### config.mk
export PLATFORM = sky130hd
export DESIGN_NAME = vga_bar_renderer
export DESIGN_NICKNAME = d
export VERILOG_FILES = /design/src/rtl/vga_pkg.sv /design/src/rtl/vga_lookahead_pos.sv /design/src/rtl/vga_bar_renderer.sv
export SDC_FILE = /design/constraint.sdc
export NUM_CORES = 1
export LEC_CHECK = 0
export CAP_MARGIN = 20
export CORE_UTILIZATION = 56
export CTS_BUF_LIST = sky130_fd_sc_hd__clkbuf_4
export CTS_CLUSTER_DIAMETER = 150
export CTS_CLUSTER_SIZE = 28
export DETAILED_ROUTE_END_ITERATION = 10
export PLACE_DENSITY = 0.69
export SLEW_MARGIN = 20
export SYNTH_ARGS = -nofsm -noshare
export SYNTH_HDL_FRONTEND = slang
export SYNTH_SLANG_ARGS = --single-unit
### constraint.sdc
create_clock -name vgaclk -period 5.8 [get_ports vgaclk]
set_clock_uncertainty 0.15 [all_clocks]
set_input_delay 0.87 -clock vgaclk [delete_from_list [all_inputs] [get_ports vgaclk]]
set_output_delay 0.87 -clock vgaclk [all_outputs]
set_load 0.03 [all_outputs]
### src/rtl/vga_pkg.sv
// rtl/vga_pkg.sv - shared timing, colour and height definitions for VGA pixel sources
package vga_pkg;

  localparam int H_VISIBLE = 640;
  localparam int H_TOTAL   = 800;
  localparam int V_VISIBLE = 480;
  localparam int V_TOTAL   = 525;
  localparam int CELL_W    = 20;
  localparam int LOOKAHEAD = 2;

  localparam int BAND_LO  = 160;
  localparam int BAND_MID = 320;

  localparam logic [7:0] COL_BG  = 8'h00;
  localparam logic [7:0] COL_LO  = 8'h38;
  localparam logic [7:0] COL_MID = 8'h3F;
  localparam logic [7:0] COL_HI  = 8'h07;

  typedef logic [8:0] height_t;

  localparam height_t MAX_HEIGHT = 9'd480;

  typedef struct packed {
    logic [4:0] col;
    logic [4:0] pic;
  } cell_pos_t;

  // Absolute cell position, used whenever the column counters cannot simply step.
  function automatic cell_pos_t cell_seed(input logic [9:0] th);
    cell_pos_t r;
    if (th >= 10'(H_VISIBLE)) begin
      r.col = 5'(H_VISIBLE / CELL_W - 1);
      r.pic = 5'(CELL_W - 1);
    end else begin
      // th*205/4096 equals th/20 exactly for every th below 640
      r.col = 5'((18'(th) * 18'd205) >> 12);
      r.pic = 5'(th - 10'(r.col) * 10'(CELL_W));
    end
    return r;
  endfunction

  function automatic logic [7:0] band_colour(input height_t rb);
    if (rb < height_t'(BAND_LO)) begin
      return COL_LO;
    end else if (rb < height_t'(BAND_MID)) begin
      return COL_MID;
    end
    return COL_HI;
  endfunction

endpackage

### src/rtl/vga_lookahead_pos.sv
// rtl/vga_lookahead_pos.sv - stage-1 position of the pixel LOOKAHEAD cycles ahead of hc/vc
module vga_lookahead_pos
  import vga_pkg::*;
(
  input  logic       vgaclk,
  input  logic       rst_n,
  input  logic [9:0] hc,
  input  logic [9:0] vc,
  output logic [4:0] col,
  output logic [4:0] pic,
  output height_t    rb,
  output logic       visible
);

  logic [10:0] th_sum;
  logic [9:0]  th;
  logic [9:0]  tv;
  logic [9:0]  th_q;
  cell_pos_t   nxt;

  always_comb begin
    th_sum = {1'b0, hc} + 11'(LOOKAHEAD);
    th     = th_sum[9:0];
    tv     = vc;
    if (th_sum >= 11'(H_TOTAL)) begin
      th = 10'(th_sum - 11'(H_TOTAL));
      tv = (vc == 10'(V_TOTAL - 1)) ? 10'd0 : vc + 10'd1;
    end
  end

  // Step the counters when th advanced by one; reseed after reset or any jump in hc.
  always_comb begin
    nxt = cell_seed(th);
    if (th == 10'd0) begin
      nxt = '0;
    end else if (th >= 10'(H_VISIBLE)) begin
      nxt.col = 5'(H_VISIBLE / CELL_W - 1);
      nxt.pic = 5'(CELL_W - 1);
    end else if (th == th_q + 10'd1) begin
      if (pic == 5'(CELL_W - 1)) begin
        nxt.col = col + 5'd1;
        nxt.pic = 5'd0;
      end else begin
        nxt.col = col;
        nxt.pic = pic + 5'd1;
      end
    end
  end

  always_ff @(posedge vgaclk or negedge rst_n) begin
    if (!rst_n) begin
      th_q    <= '0;
      col     <= '0;
      pic     <= '0;
      rb      <= '0;
      visible <= 1'b0;
    end else begin
      th_q    <= th;
      col     <= nxt.col;
      pic     <= nxt.pic;
      rb      <= height_t'(10'(V_VISIBLE - 1) - tv);
      visible <= (th < 10'(H_VISIBLE)) && (tv < 10'(V_VISIBLE));
    end
  end

endmodule

### src/rtl/vga_bar_renderer.sv
// rtl/vga_bar_renderer.sv - double-buffered spectrum bar renderer feeding the VGA timing generator
module vga_bar_renderer
  import vga_pkg::*;
#(
  parameter int SAMPLES   = 32,
  parameter int WIDTH     = 32,
  parameter int MAG_SHIFT = 23
) (
  input  logic             vgaclk,
  input  logic             rst_n,
  input  logic [9:0]       hc,
  input  logic [9:0]       vc,
  input  logic             bin_valid,
  output logic             bin_ready,
  input  logic [4:0]       bin_idx,
  input  logic [WIDTH-1:0] bin_mag,
  output logic [7:0]       colorPacking,
  output logic             frame_swap
);

  height_t          shadow_h [SAMPLES];
  height_t          active_h [SAMPLES];
  logic [WIDTH-1:0] mag_sh;
  height_t          wr_height;
  logic             wr_en;
  logic             swap_now;

  logic [4:0] s1_col;
  logic [4:0] s1_pic;
  height_t    s1_rb;
  logic       s1_visible;
  logic [7:0] pix_next;

  // The copy happens at the first line of vertical blanking, so no visible pixel sees it mid-frame.
  assign swap_now   = rst_n && (vc == 10'(V_VISIBLE)) && (hc == 10'd0);
  assign frame_swap = swap_now;
  assign bin_ready  = !swap_now;

  assign mag_sh    = bin_mag >> MAG_SHIFT;
  assign wr_height = (mag_sh > WIDTH'(MAX_HEIGHT)) ? MAX_HEIGHT : mag_sh[8:0];
  assign wr_en     = bin_valid && bin_ready && ({1'b0, bin_idx} < 6'(SAMPLES));

  always_ff @(posedge vgaclk or negedge rst_n) begin
    if (!rst_n) begin
      for (int i = 0; i < SAMPLES; i++) begin
        shadow_h[i] <= '0;
        active_h[i] <= '0;
      end
    end else begin
      if (wr_en) begin
        shadow_h[bin_idx] <= wr_height;
      end
      if (swap_now) begin
        for (int i = 0; i < SAMPLES; i++) begin
          active_h[i] <= shadow_h[i];
        end
      end
    end
  end

  vga_lookahead_pos u_pos (
    .vgaclk  (vgaclk),
    .rst_n   (rst_n),
    .hc      (hc),
    .vc      (vc),
    .col     (s1_col),
    .pic     (s1_pic),
    .rb      (s1_rb),
    .visible (s1_visible)
  );

  always_comb begin
    pix_next = COL_BG;
    if (s1_visible && (s1_pic != 5'(CELL_W - 1)) && (s1_rb < active_h[s1_col])) begin
      pix_next = band_colour(s1_rb);
    end
  end

  always_ff @(posedge vgaclk or negedge rst_n) begin
    if (!rst_n) begin
      colorPacking <= COL_BG;
    end else begin
      colorPacking <= pix_next;
    end
  end

endmodule

# Word level (Yosys, flattened, before mapping)

Index checks and enable logic that the tools add are counted.

Eq/ne operators: 6
$mul: 2
Bitwise gates (word level): 2
Reductions and logical operators: 10
Magnitude comparators: 11
$add $sub $neg: 8
Mux-type cells: 21

Operators by type and width:

| kind                                                                 | count |
|---|---|
| bitwise mux 288 bit                                                  | 1 |
| two-way mux 10 bit                                                   | 7 |
| binary-select mux 9 bit (select 5 bit)                               | 1 |
| demux 9 bit (select 5 bit)                                           | 1 |
| two-way mux 9 bit                                                    | 4 |
| two-way mux 8 bit                                                    | 4 |
| adder 10 x 1 -> 10 bit (second input constant)                       | 2 |
| zero test 10 bit                                                     | 2 |
| multiplier 10 x 8 -> 17 bit (second input constant)                  | 1 |
| greater-or-equal comparator 6 bit (second input constant)            | 2 |
| NOT 5 -> 6 bit                                                       | 2 |
| adder 10 x 2 -> 11 bit (second input constant)                       | 1 |
| greater-or-equal comparator 11 x 10 -> 1 bit (second input constant) | 1 |
| adder 5 x 1 -> 5 bit (second input constant)                         | 2 |
| == test 10 bit                                                       | 1 |
| == test 10 bit (second input constant)                               | 1 |
| == test 10 x 9 -> 1 bit (second input constant)                      | 1 |
| greater-or-equal comparator 10 bit (second input constant)           | 1 |
| < comparator 10 bit (second input constant)                          | 1 |
| < comparator 10 x 9 -> 1 bit (second input constant)                 | 1 |
| subtractor 10 bit (second input constant)                            | 1 |
| greater-than comparator 9 bit (second input constant)                | 1 |
| < comparator 9 x 8 -> 1 bit (second input constant)                  | 1 |
| < comparator 9 bit                                                   | 1 |
| 11 further kinds                                                     | 19 |

Input port bits: 60
Output and inout port bits: 10
Logic and storage cells: 130
Flip-flop bits (word level): 614

# Logic depth before layout (Yosys ltp)

Gate-level depths: netlist (run 1).

Depth in word-level cells: 9
Mapped depth: 33
Mapped depth without buffers: 32

# Cells and area by module

From an unflattened synthesis (run 1), not the netlist that was laid out.

Cell total of the unflattened synthesis: 2,463
Area, all modules: 28,254.6 µm²

By module, submodules not included:

| module            | area an instance (µm²) | instances | cells an instance |
|---|---|---|---|
| vga_bar_renderer  | 24,553.5               | 1         | 2,061 |
| vga_lookahead_pos | 3,701.0                | 1         | 402 |

# Worst setup path before layout (run 1)

OpenSTA, ideal clock, no wires.

Path kind: input -> register
Start point: input hc[1]
End point: register u_pos.pic[4]
Data arrival time: 6,961 ps
Buffers on the path: 1
Stages: 31
Setup slack: -1,459 ps
Setup time: 149 ps
Cell sequence: buf_6 > and2_4 > nand4_1 > xnor2_1 > inv_1 > ha_1 > and2_1 > mux2_2 > a22oi_1 > nand2_1 > and2_1 > ha_1 > fa_1 > inv_1 > fa_1 > fa_1 > inv_1 > ha_1 > and3_1 > a31o_2 > o311ai_0 > nand2_1 > xor2_1 > ha_1 > inv_1 > fa_1 > xnor2_1 > xnor2_1 > xnor2_1 > mux2i_1 > a21oi_1

RTL lines:

| item                 | RTL line                | RTL |
|---|---|---|
| start, declared      | vga_bar_renderer.sv:11  | `input logic [9:0] hc,` |
| end signal, assigned | vga_lookahead_pos.sv:60 | `pic <= nxt.pic;` |
| end, declared        | vga_lookahead_pos.sv:10 | `output logic [4:0] pic,` |

==> metrics.md, run 1 <==
| Metric | Value |
|---|---|
| Via count | `18,200` |
| Worst R2R Path Depth | `11` |
| #FFs+latches synth | `608` |
| WL/cell | `19.4 µm` |
| Grt ovf | `0` |
| Warnings from Yosys | `0` |
| CTS Sinks | `608` |
| Crit start category | `primary input` |
| Slew margin rel. | `25.8%` |
| Post-synthesis sequential area ratio | `54.9%` |
| CTS tree | `done` |
| I/O pin cnt | `70` |
| Final Hold Violating Endpoints | `0` |
| Least-Margin Pin Slew | `1.11 ns` |
| CP required | `6.39 ns` |
| Setup violators final | `1` |
| Final nets | `2,731` |
| H-tree depth | `1` |
| Antenna Nets Post-Route | `0` |
| Gr usage total | `25.9%` |
| Worst-path maximum fanout | `5` |
| Final WS setup | `-0.372 ns` |
| Placed Cells incl. Taps | `3,214` |
| Post-layout min period | `6.17 ns` |
| DRC errors left | `0` |
| Slew Limit Fails | `0` |
| R2R Path Start | `u_pos.col[0]` |
| Status | `complete, but fails checks` |
| Slowest stage delay, CP | `0.53 ns` |
| Layout cells sized above 1 | `21.4%` |
| Number of synthesized flops with an enable pin | `0` |
| Cells after Synth | `2,525` |
| Final WL | `63,200 µm` |
| Finished Layout Cells | `3,254` |
| Total CTS buffers | `25` |
| Pre-Repair DR Iteration Count | `5` |
| Lkg Pwr | `15.1 nW` |
| Setup tns final | `-0.372 ns` |
| Starting Density | `56.8%` |
| Fmax | `162 MHz` |
| CP arrival | `6.77 ns` |
| Die area | `50,400 µm²` |
| Routability congestion estimate | `0.848` |
| CTS Buffer Depth | `3` |
| Horiz. Die Dim | `225 µm` |
| Clk_lat worst skew | `0.90 ns` |
| First-pass GRT wire length | `101,000 µm` |
| Most frequent CP cell | `ha_1` |
| Type of the worst setup path | `primary input to register` |
| Clk slew on worst S/H paths | `0.28 ns` |
| Failing checks | `setup timing` |
| VDD IR max | `0.000253 V` |
| Filler instances | `4,031` |
| CP endpoint kind | `register` |
| Die Height | `225 µm` |
| Distinct cells, synth | `67` |
| Syn Std Cell Area | `27,700 µm²` |
| R2R Setup Slk | `1.51 ns` |
| Pwr Density | `294 nW/µm²` |
| Total power draw | `8.83 mW` |
| CP max-delay cell | `fa_1` |
| Routed vias/inst | `5.59` |
| DP HPWL | `42,100 µm` |
| Largest net degree at the start of global routing | `179` |
| Area Overhead vs Synth | `8.24%` |
| IO Port Bufs | `44` |
| Fin crit share | `106%` |
| Antenna violations before repair | `5` |
| RSZ-0062 raised after global routing | `true` |
| Row Count | `81` |
| Core area | `48,800 µm²` |
| Max cap viols | `0` |
| 1st-iter DRT viols | `1,516` |
| Avg Synthesized Cell Area | `11.0 µm²` |
| CTS Root Cell | `clkbuf_4` |
| Hold Crit Class | `primary input to async pin` |
| R2R Path End | `colorPacking[2]` |
| Ys async rst share | `100%` |
| Post-synth top flop | `dfrtp_1` |
| Vias in the first global route | `18,300` |
[registers in the layout, summed over array words and instances (netlist names)]
signal,flops
colorPacking,2
u_pos.col,5
shadow_h,288
u_pos.visible,1
u_pos.rb,9
u_pos.th_q,10
active_h,288
u_pos.pic,5
[cell usage after synthesis (19+ instances only)]
cell      number  area [µm²]
ha_1          68         851
nand2_1      950        3570
mux4_2        90        2030
o21ai_0       64         320
dfrtp_1      608       15200
a21oi_1       22         110
mux2_2       234        2640
xnor2_1       32         280
nor2_1        45         169
mux2i_1       19         190
clkbuf_1     124         465
inv_1         57         214
[kinds of logic after synthesis]
kind of cell,synth area share (%)
AOI/OAI and AO/OA,2.81
xor gates and xnor gates,1.42
adders and majority gates,4.30
buffers and inverters,2.93
DFF,54.9
muxes,17.6
other,0.0135
and+or+nand+nor,16.1
[stage by stage]
stage               area, µm²  worst slack, ns  hold WS (ns)  utilization [%]
floorplan               27900            -1.03         0.283                -
global placement        29600            -1.82         0.294             60.6
detailed placement      29600            -1.96         0.301             60.6
CTS                     30000           -0.294         0.213             61.3
global route            30000           -0.598         0.227             61.4
finish                  30000           -0.372         0.270             61.4
[worst max path at each step]
stage                     startpoint            to
after CTS                      hc[5]  u_pos.pic[4]
after global routing           hc[1]  u_pos.pic[4]
final                          hc[5]  u_pos.pic[4]
after floorplan                hc[1]  u_pos.pic[4]
after detailed placement       hc[1]  u_pos.pic[4]
after global placement         hc[1]  u_pos.pic[4]
[cell usage in the layout, fill, tap and decap left out, types with 17 or more instances in the layout]
master and n:
a21oi_1 19, clkbuf_4 26, nand2_1 949, dfrtp_1 606
nor2_1 43, mux2i_1 18, xnor2_1 28, mux2_2 233
mux4_2 90, clkdlybuf4s50_1 35, o21ai_0 64, buf_4 128
ha_1 63, inv_1 51, nand4_1 17
[what timing repair did]
item / 4_1_cts / 5_1_grt
hold endpoints to repair: 44 / 0
pin swaps: 25 / 14
buffers inserted: 6 / 2
hold buffers: 1 / 0
gates resized for setup: 39 / 5
endpoints found under the setup margin: 8 / 3
[critical path, delay by kind of cell]
kind | cells | cell delay [ns]
simple gates | 3 | 0.43
xor+xnor | 5 | 0.89
buf+inv | 6 | 0.57
mux | 2 | 0.30
compound gates | 5 | 0.98
fa+ha+maj | 8 | 2.71
[where the power goes]
part | leakage [nW] | switching, mW | internal [mW] | total, mW
clock network | 0.125 | 1.18 | 0.209 | 1.39
registers | 8.10 | 0.404 | 4.67 | 5.08
logic | 6.91 | 1.12 | 1.24 | 2.36
total | 15.1 | 2.70 | 6.13 | 8.83
[layer usage]
layer  GRT usage, %  vias up  share of wire [%]
met3           2.63       76                3.8
met5              0        -              0.021
met4           5.13        2                1.9
li1               -     8427                  -
met2           43.2      329                 49
met1           37.3     9351                 45
[layout make-up]
type	count	area [µm²]	share of cell area, %
Multi-Input combinational cell	1713	12000	39.9
Tap cell	664	831	2.77
Clock inverter	2	12.5	0.0417
Timing Repair Buffer	181	1540	5.15
Inverter	57	214	0.713
Clock buffer	26	195	0.650
Sequential cell	608	15200	50.7
Antenna cell	3	7.51	0.0250
Note: power is estimated with default switching activity, not from simulation.
==> run 2: changes to the inputs <==
CORE_ASPECT_RATIO = 0.6   (was default)
==> run 2 against run 1 <==
The run still ends with setup timing left. Sequential share of layout area shrank 0.066 points. Setup slack gained 0.058 ns. Combinational power grew 5%. Final cell count shrank 0.95%. Critical path type unchanged. Largest cell class unchanged.
==> metrics.md, run 2 (same netlist as run 1, synthesis figures left out) <==
| Metric | Value |
|---|---|
| Status | `complete, but fails checks` |
| Failing checks | `setup timing` |
| Switching power | `2.77 mW` |
| Clk slew on worst S/H paths | `0.31 ns` |
| Die Height | `174 µm` |
| RSZ-0062 raised after global routing | `true` |
| CP delay by family, top | `adder cells` |
| Core area | `48,300 µm²` |
| I/O pin cnt | `70` |
| Dpl ws | `-1.91 ns` |
| Most common cell after layout, fill and taps aside | `nand2_1` |
| DP HPWL | `46,500 µm` |
| Die area | `50,400 µm²` |
| Slew Limit Fails | `0` |
| Routability congestion estimate | `0.896` |
| Row Count | `62` |
| Least-Margin Pin Slew | `1.16 ns` |
| Register share of total power | `56.7%` |
| First-pass GRT wire length | `108,000 µm` |
| Sw Share | `31.0%` |
| H-tree depth | `1` |
| Most frequent cells in the layout | `nand2_1, dfrtp_1, mux2_2` |
| WL/cell | `21.4 µm` |
| Antenna violations before repair | `5` |
| Slowest stage delay, CP | `0.54 ns` |
| CTS Root Cell | `clkbuf_4` |
| CTS tree | `done` |
| Registers with the most flip-flops | `active_h (288), shadow_h (288), u_pos.th_q (10)` |
| Crit start category | `primary input` |
| CP arrival | `6.72 ns` |
| Hold Crit Class | `primary input to register` |
| Slew margin rel. | `22.4%` |
| Fin crit share | `105%` |
| Worst-path maximum fanout | `5` |
| Filler instances | `3,903` |
| Pre-Repair DR Iteration Count | `5` |
| Largest net degree at the start of global routing | `181` |
| Antenna Nets Post-Route | `0` |
| Horiz. Die Dim | `289 µm` |
| VDD IR max | `0.000271 V` |
| Internal power | `6.17 mW` |
| Setup tns final | `-0.314 ns` |
| Max cap viols | `0` |
| Final Hold Violating Endpoints | `0` |
| Vias in the first global route | `18,200` |
| Final WL | `69,100 µm` |
| Fmax | `164 MHz` |
| Area Overhead vs Synth | `8.38%` |
| IO Port Bufs | `44` |
| CTS Buffer Depth | `3` |
| Post-layout min period | `6.11 ns` |
| Via count | `18,500` |
| Type of the worst setup path | `primary input to register` |
| Total CTS buffers | `25` |
| DRC errors left | `0` |
| Lkg Pwr | `15.1 nW` |
| Layout cells sized above 1 | `21.6%` |
| Setup violators final | `1` |
| Crit path buf inv count | `6` |
| Final nets | `2,724` |
| Final WS setup | `-0.314 ns` |
| 1st-iter DRT viols | `1,639` |
| Pwr Density | `297 nW/µm²` |
| Combinational share of power | `27.6%` |
| Final instance area | `30,000 µm²` |
| Clk network pwr share | `15.7%` |
| CTS Sinks | `608` |
| CP required | `6.41 ns` |
| Starting Density | `57.4%` |
| CP max-delay cell | `fa_1` |
| Grt ovf | `0` |
| Routed vias/inst | `5.75` |
| Clk_lat worst skew | `0.91 ns` |
| Placed Area | `29,600 µm²` |
| Gr usage total | `28.2%` |
| Total power draw | `8.94 mW` |
| CP endpoint kind | `register` |
[run 2: cell types whose count changed in the layout (fill, tap and decap cells not counted), sizes merged]
| cell | previous run | this run |
|---|---|---|
| inv | 57 | 58 |
| clkdlybuf4s15 | 1 | 2 |
| dlygate4sd2 | 3 | 0 |
| dlymetal6s2s | 0 | 1 |
| clkdlybuf4s50 | 35 | 36 |
| clkinv | 2 | 0 |
| clkinvlp | 0 | 1 |
| buf | 141 | 134 |
[run 2: worst paths after layout]
| kind | startpoint | slack, ns | depth (start not counted) | end |
|---|---|---|---|---|
| setup / recovery | hc[2] | -0.31 | 32 | u_pos.pic[4] |
| hold reg to reg | shadow_h[261] | 0.32 | 2 | active_h[261] |
| hold / removal | hc[1] | 0.30 | 4 | u_pos.th_q[1] |
| setup reg to reg | u_pos.col[0] | 1.38 | 11 | colorPacking[4] |
| max in group asynchronous | rst_n | 2.46 | 5 | active_h[123] |
| min in group asynchronous | rst_n | 0.35 | 2 | u_pos.rb[3] |
[run 2: layout make-up]
class | count | area, µm² | area share (%)
well taps | 640 | 801 | 2.66
flip-flops and latches | 608 | 15200 | 50.7
multi-input cells | 1713 | 12000 | 40.1
inverters | 57 | 214 | 0.712
diodes | 3 | 7.51 | 0.0250
repair buffers | 174 | 1550 | 5.14
clock buffers | 26 | 195 | 0.650
clock inverters | 2 | 16.3 | 0.0541
[run 2: per-stage QoR]
step / util (%) / hold WS (ns) / std cells
2_1_floorplan: - / 0.283 / 2526
3_3_place_gp: 61.2 / 0.293 / 3183
3_5_place_dp: 61.2 / 0.300 / 3186
4_1_cts: 61.8 / 0.276 / 3218
5_1_grt: 62.2 / 0.280 / 3222
6_report: 62.2 / 0.305 / 3223
[run 2: power groups by stage]
stage | clock network [mW] | logic, mW | registers, mW
2_1_floorplan | 0 | 1.73 | 4.91
3_3_place_gp | 0 | 2.27 | 5.11
3_5_place_dp | 0 | 2.33 | 5.14
4_1_cts | 1.45 | 2.37 | 5.06
5_1_grt | 1.58 | 2.69 | 5.13
6_report | 1.40 | 2.47 | 5.07
[run 2: per-layer routing]
| metal | track usage, % | part of all wire (%) |
|---|---|---|
| met1 | 46.9 | 49 |
| met2 | 39.7 | 43 |
| met3 | 4.06 | 6.5 |
| met4 | 4.30 | 1.5 |
| met5 | 0 | 0 |
[run 2: timing repair]
action                                  in CTS  in global routing
hold buffers                                 1                  0
resized for setup                           27                 23
buffers inserted                             3                  2
pin swaps                                   19                  9
hold endpoints to repair                    62                  0
endpoints found under the setup margin       8                  5
[run 2: worst register-to-register path, stage by stage (launching register included)]
cell	delay (ns)
dfrtp_4	0.95
buf_4	0.45
mux4_2	0.61
mux4_2	0.52
mux2i_1	0.50
ha_1	0.36
a21oi_1	0.14
nand2_1	0.07
a21o_1	0.17
a21oi_1	0.16
o21a_1	0.15
and2_1	0.12
==> run 3: changes to the inputs <==
CELL_PAD_IN_SITES_DETAIL_PLACEMENT = 1   (was default)
CELL_PAD_IN_SITES_GLOBAL_PLACEMENT = 1   (was default)
CORE_UTILIZATION = 53   (was 56)
CTS_CLUSTER_DIAMETER = 40   (was 150)
PLACE_DENSITY = 0.79   (was 0.69)
SYNTH_HIERARCHICAL = 1   (was default)
==> run 3 against run 2 <==
The flow still finishes with violations (setup timing). Total power increased by 17%. Via count increased by 3.7%. Setup slack got worse by 0.091 ns. Non-clock buffer count increased by 7. Sequential power about the same. First-iteration DRC count decreased by 3.2%. Count of clock-buffer cells in the layout increased by 30. Final cell count increased by 3.0%. Critical path depth decreased by 1. Sequential share of layout area decreased by 2.2 points. Largest power group unchanged. Routed wire length increased by 14%.
==> metrics.md, run 3 <==
| Metric | Value |
|---|---|
| CTS Sinks | `608` |
| Pre-Repair DR Iteration Count | `5` |
| Slew margin rel. | `28.9%` |
| CP required | `6.39 ns` |
| Fin crit share | `107%` |
| Largest net degree at the start of global routing | `174` |
| Worst Setup SP | `hc[1]` |
| Placed Cells incl. Taps | `3,192` |
| Via count | `19,200` |
| CTS Buffer Depth | `3` |
| Most numerous cell in the Yosys netlist | `nand2_1` |
| Total CTS buffers | `54` |
| Status | `complete, but fails checks` |
| Fmax | `161 MHz` |
| Clk_lat worst skew | `0.87 ns` |
| Slew Limit Fails | `0` |
| Worst R2R Path Depth | `10` |
| Most frequent cells in the layout | `nand2_1, dfrtp_1, mux2_2` |
| R2R Path Start | `u_pos/col[0]` |
| DP HPWL | `51,900 µm` |
| List of most frequent post-synthesis cells | `nand2_1, dfrtp_1, mux2_2` |
| Crit path buf inv count | `6` |
| Starting Density | `53.7%` |
| VDD IR max | `0.000243 V` |
| Core area | `52,600 µm²` |
| First-pass GRT wire length | `123,000 µm` |
| Slowest stage delay, CP | `0.55 ns` |
| Post-synth top flop | `dfrtp_1` |
| WHS | `0.303 ns` |
| Horiz. Die Dim | `300 µm` |
| Hold Crit Class | `primary input to async pin` |
| Final WS setup | `-0.404 ns` |
| Type of the worst setup path | `primary input to register` |
| R2R Setup Slk | `1.39 ns` |
| Syn Std Cell Area | `28,300 µm²` |
| Crit start category | `primary input` |
| #FFs+latches synth | `608` |
| Warnings from Yosys | `6` |
| Placed Area | `30,000 µm²` |
| Distinct cells, synth | `74` |
| Layout cells sized above 1 | `27.9%` |
| CP Capture Point | `u_pos/pic[4]` |
| Finished Layout Cells | `3,319` |
| Cells after Synth | `2,463` |
| Antenna violations before repair | `11` |
| Worst-path maximum fanout | `5` |
| Row Count | `65` |
| Fin util | `59.7%` |
| Avg Synthesized Cell Area | `11.5 µm²` |
| CP arrival | `6.79 ns` |
| Gr usage total | `29.8%` |
| Final instance area | `31,400 µm²` |
| WL/cell | `23.7 µm` |
| H-tree depth | `2` |
| Post-synthesis sequential area ratio | `53.8%` |
| Die Height | `181 µm` |
| Final WL | `78,700 µm` |
| Grt ovf | `0` |
| Number of synthesized flops with an enable pin | `0` |
| Routed vias/inst | `5.78` |
| Registers with the most flip-flops | `active_h (288), shadow_h (288), u_pos/th_q (10)` |
| CP max-delay cell | `fa_1` |
| Area Overhead vs Synth | `11.1%` |
| Final Hold Violating Endpoints | `0` |
| WP depth | `31` |
| CP delay by family, top | `adder cells` |
| Pwr Density | `332 nW/µm²` |
| I/O pin cnt | `70` |
| Clk slew on worst S/H paths | `0.18 ns` |
| Most common cell after layout, fill and taps aside | `nand2_1` |
| Ys async rst share | `100%` |
| CTS Root Cell | `clkbuf_4` |
| Area leader, netlist | `dfrtp_1` |
| DRC errors left | `0` |
| RSZ-0062 raised after global routing | `true` |
| Filler instances | `5,464` |
| Routability congestion estimate | `0.882` |
| Max cap viols | `0` |
| Synth top area share | `53.8%` |
| Setup violators final | `3` |
| Lkg Pwr | `15.7 nW` |
| Post-layout min period | `6.20 ns` |
| IO Port Bufs | `44` |
| Antenna Nets Post-Route | `0` |
| CTS tree | `done` |
| 1st-iter DRT viols | `1,587` |
| CP endpoint kind | `register` |
| Least-Margin Pin Slew | `1.07 ns` |
| Top post-synthesis cells by area | `dfrtp_1, nand2_1, mux2_2, mux4_2, ha_1` |
| Die area | `54,300 µm²` |
| Vias in the first global route | `20,600` |
| R2R Path End | `colorPacking[2]` |
| Failing checks | `setup timing` |
| Final nets | `2,712` |
==> run 3: changes by cell type after synthesis, sizes merged, moves of 21 or more <==
cell / before / now
clkbuf: 124 / 54
nand2: 950 / 900
buf: 24 / 81
o21ai: 65 / 13
mux2: 235 / 291
nand3: 16 / 37
==> run 3: through the flow <==
stage | TNS [ns] | setup WS [ns] | power [mW]
3_5_place_dp | -12.62 | -2.00 | 7.78
5_1_grt | -1.35 | -0.609 | 10.9
6_report | -0.838 | -0.404 | 10.4
4_1_cts | -0.560 | -0.325 | 10.4
3_3_place_gp | -10.82 | -1.75 | 7.61
2_1_floorplan | -4.44 | -1.04 | 6.79
==> run 3: how the worst min path moves through the flow <==
stage,to,slack (ns)
5_1_grt,active_h[125],0.27
4_1_cts,u_pos/th_q[1],0.21
2_1_floorplan,active_h[10],0.28
3_3_place_gp,active_h[218],0.29
6_report,active_h[125],0.30
3_5_place_dp,active_h[120],0.30
==> run 3: per-layer routing <==
layer	wire length (µm)	share of wire (%)	vias up	track usage (%)
li1	-	-	8483	-
met5	13	0.017	-	0
met2	35400	45	437	43.9
met1	36900	47	10200	45.6
met3	5030	6.4	89	6.54
met4	1320	1.7	2	6.08
==> run 3: kinds of logic after synthesis <==
kind of cell | synth area share [%]
AO/OA/AOI/OAI | 1.98
XOR/XNOR | 1.54
other | 0.0133
buffers and inverters | 3.18
multiplexers | 19.2
adder cells (fa/ha/maj) | 4.26
AND/OR/NAND/NOR | 16.0
flip-flops | 53.8
==> run 3: layout make-up <==
| class | instances | area, µm² | share of cell area, % |
|---|---|---|---|
| Multi-Input combinational cell | 1664 | 12600 | 40.0 |
| Antenna cell | 4 | 10.0 | 0.0319 |
| Clock inverter | 46 | 507 | 1.61 |
| Inverter | 57 | 221 | 0.705 |
| Sequential cell | 608 | 15200 | 48.5 |
| Timing Repair Buffer | 181 | 1570 | 4.99 |
| Tap cell | 703 | 880 | 2.80 |
| Clock buffer | 56 | 420 | 1.34 |
==> run 3: report_power, final <==
group          total, mW  internal (mW)  switching [mW]
sequential          5.09           4.68           0.409
clock               2.44          0.772            1.67
combinational       2.91           1.49            1.42
==> run 3: what timing repair did <==
item	in CTS	in global routing
buffers inserted	13	11
hold buffers	1	0
gates cloned	0	0
pin swaps	34	8
gates resized for setup	58	25
setup endpoints to repair	8	7
hold endpoints to repair	35	0
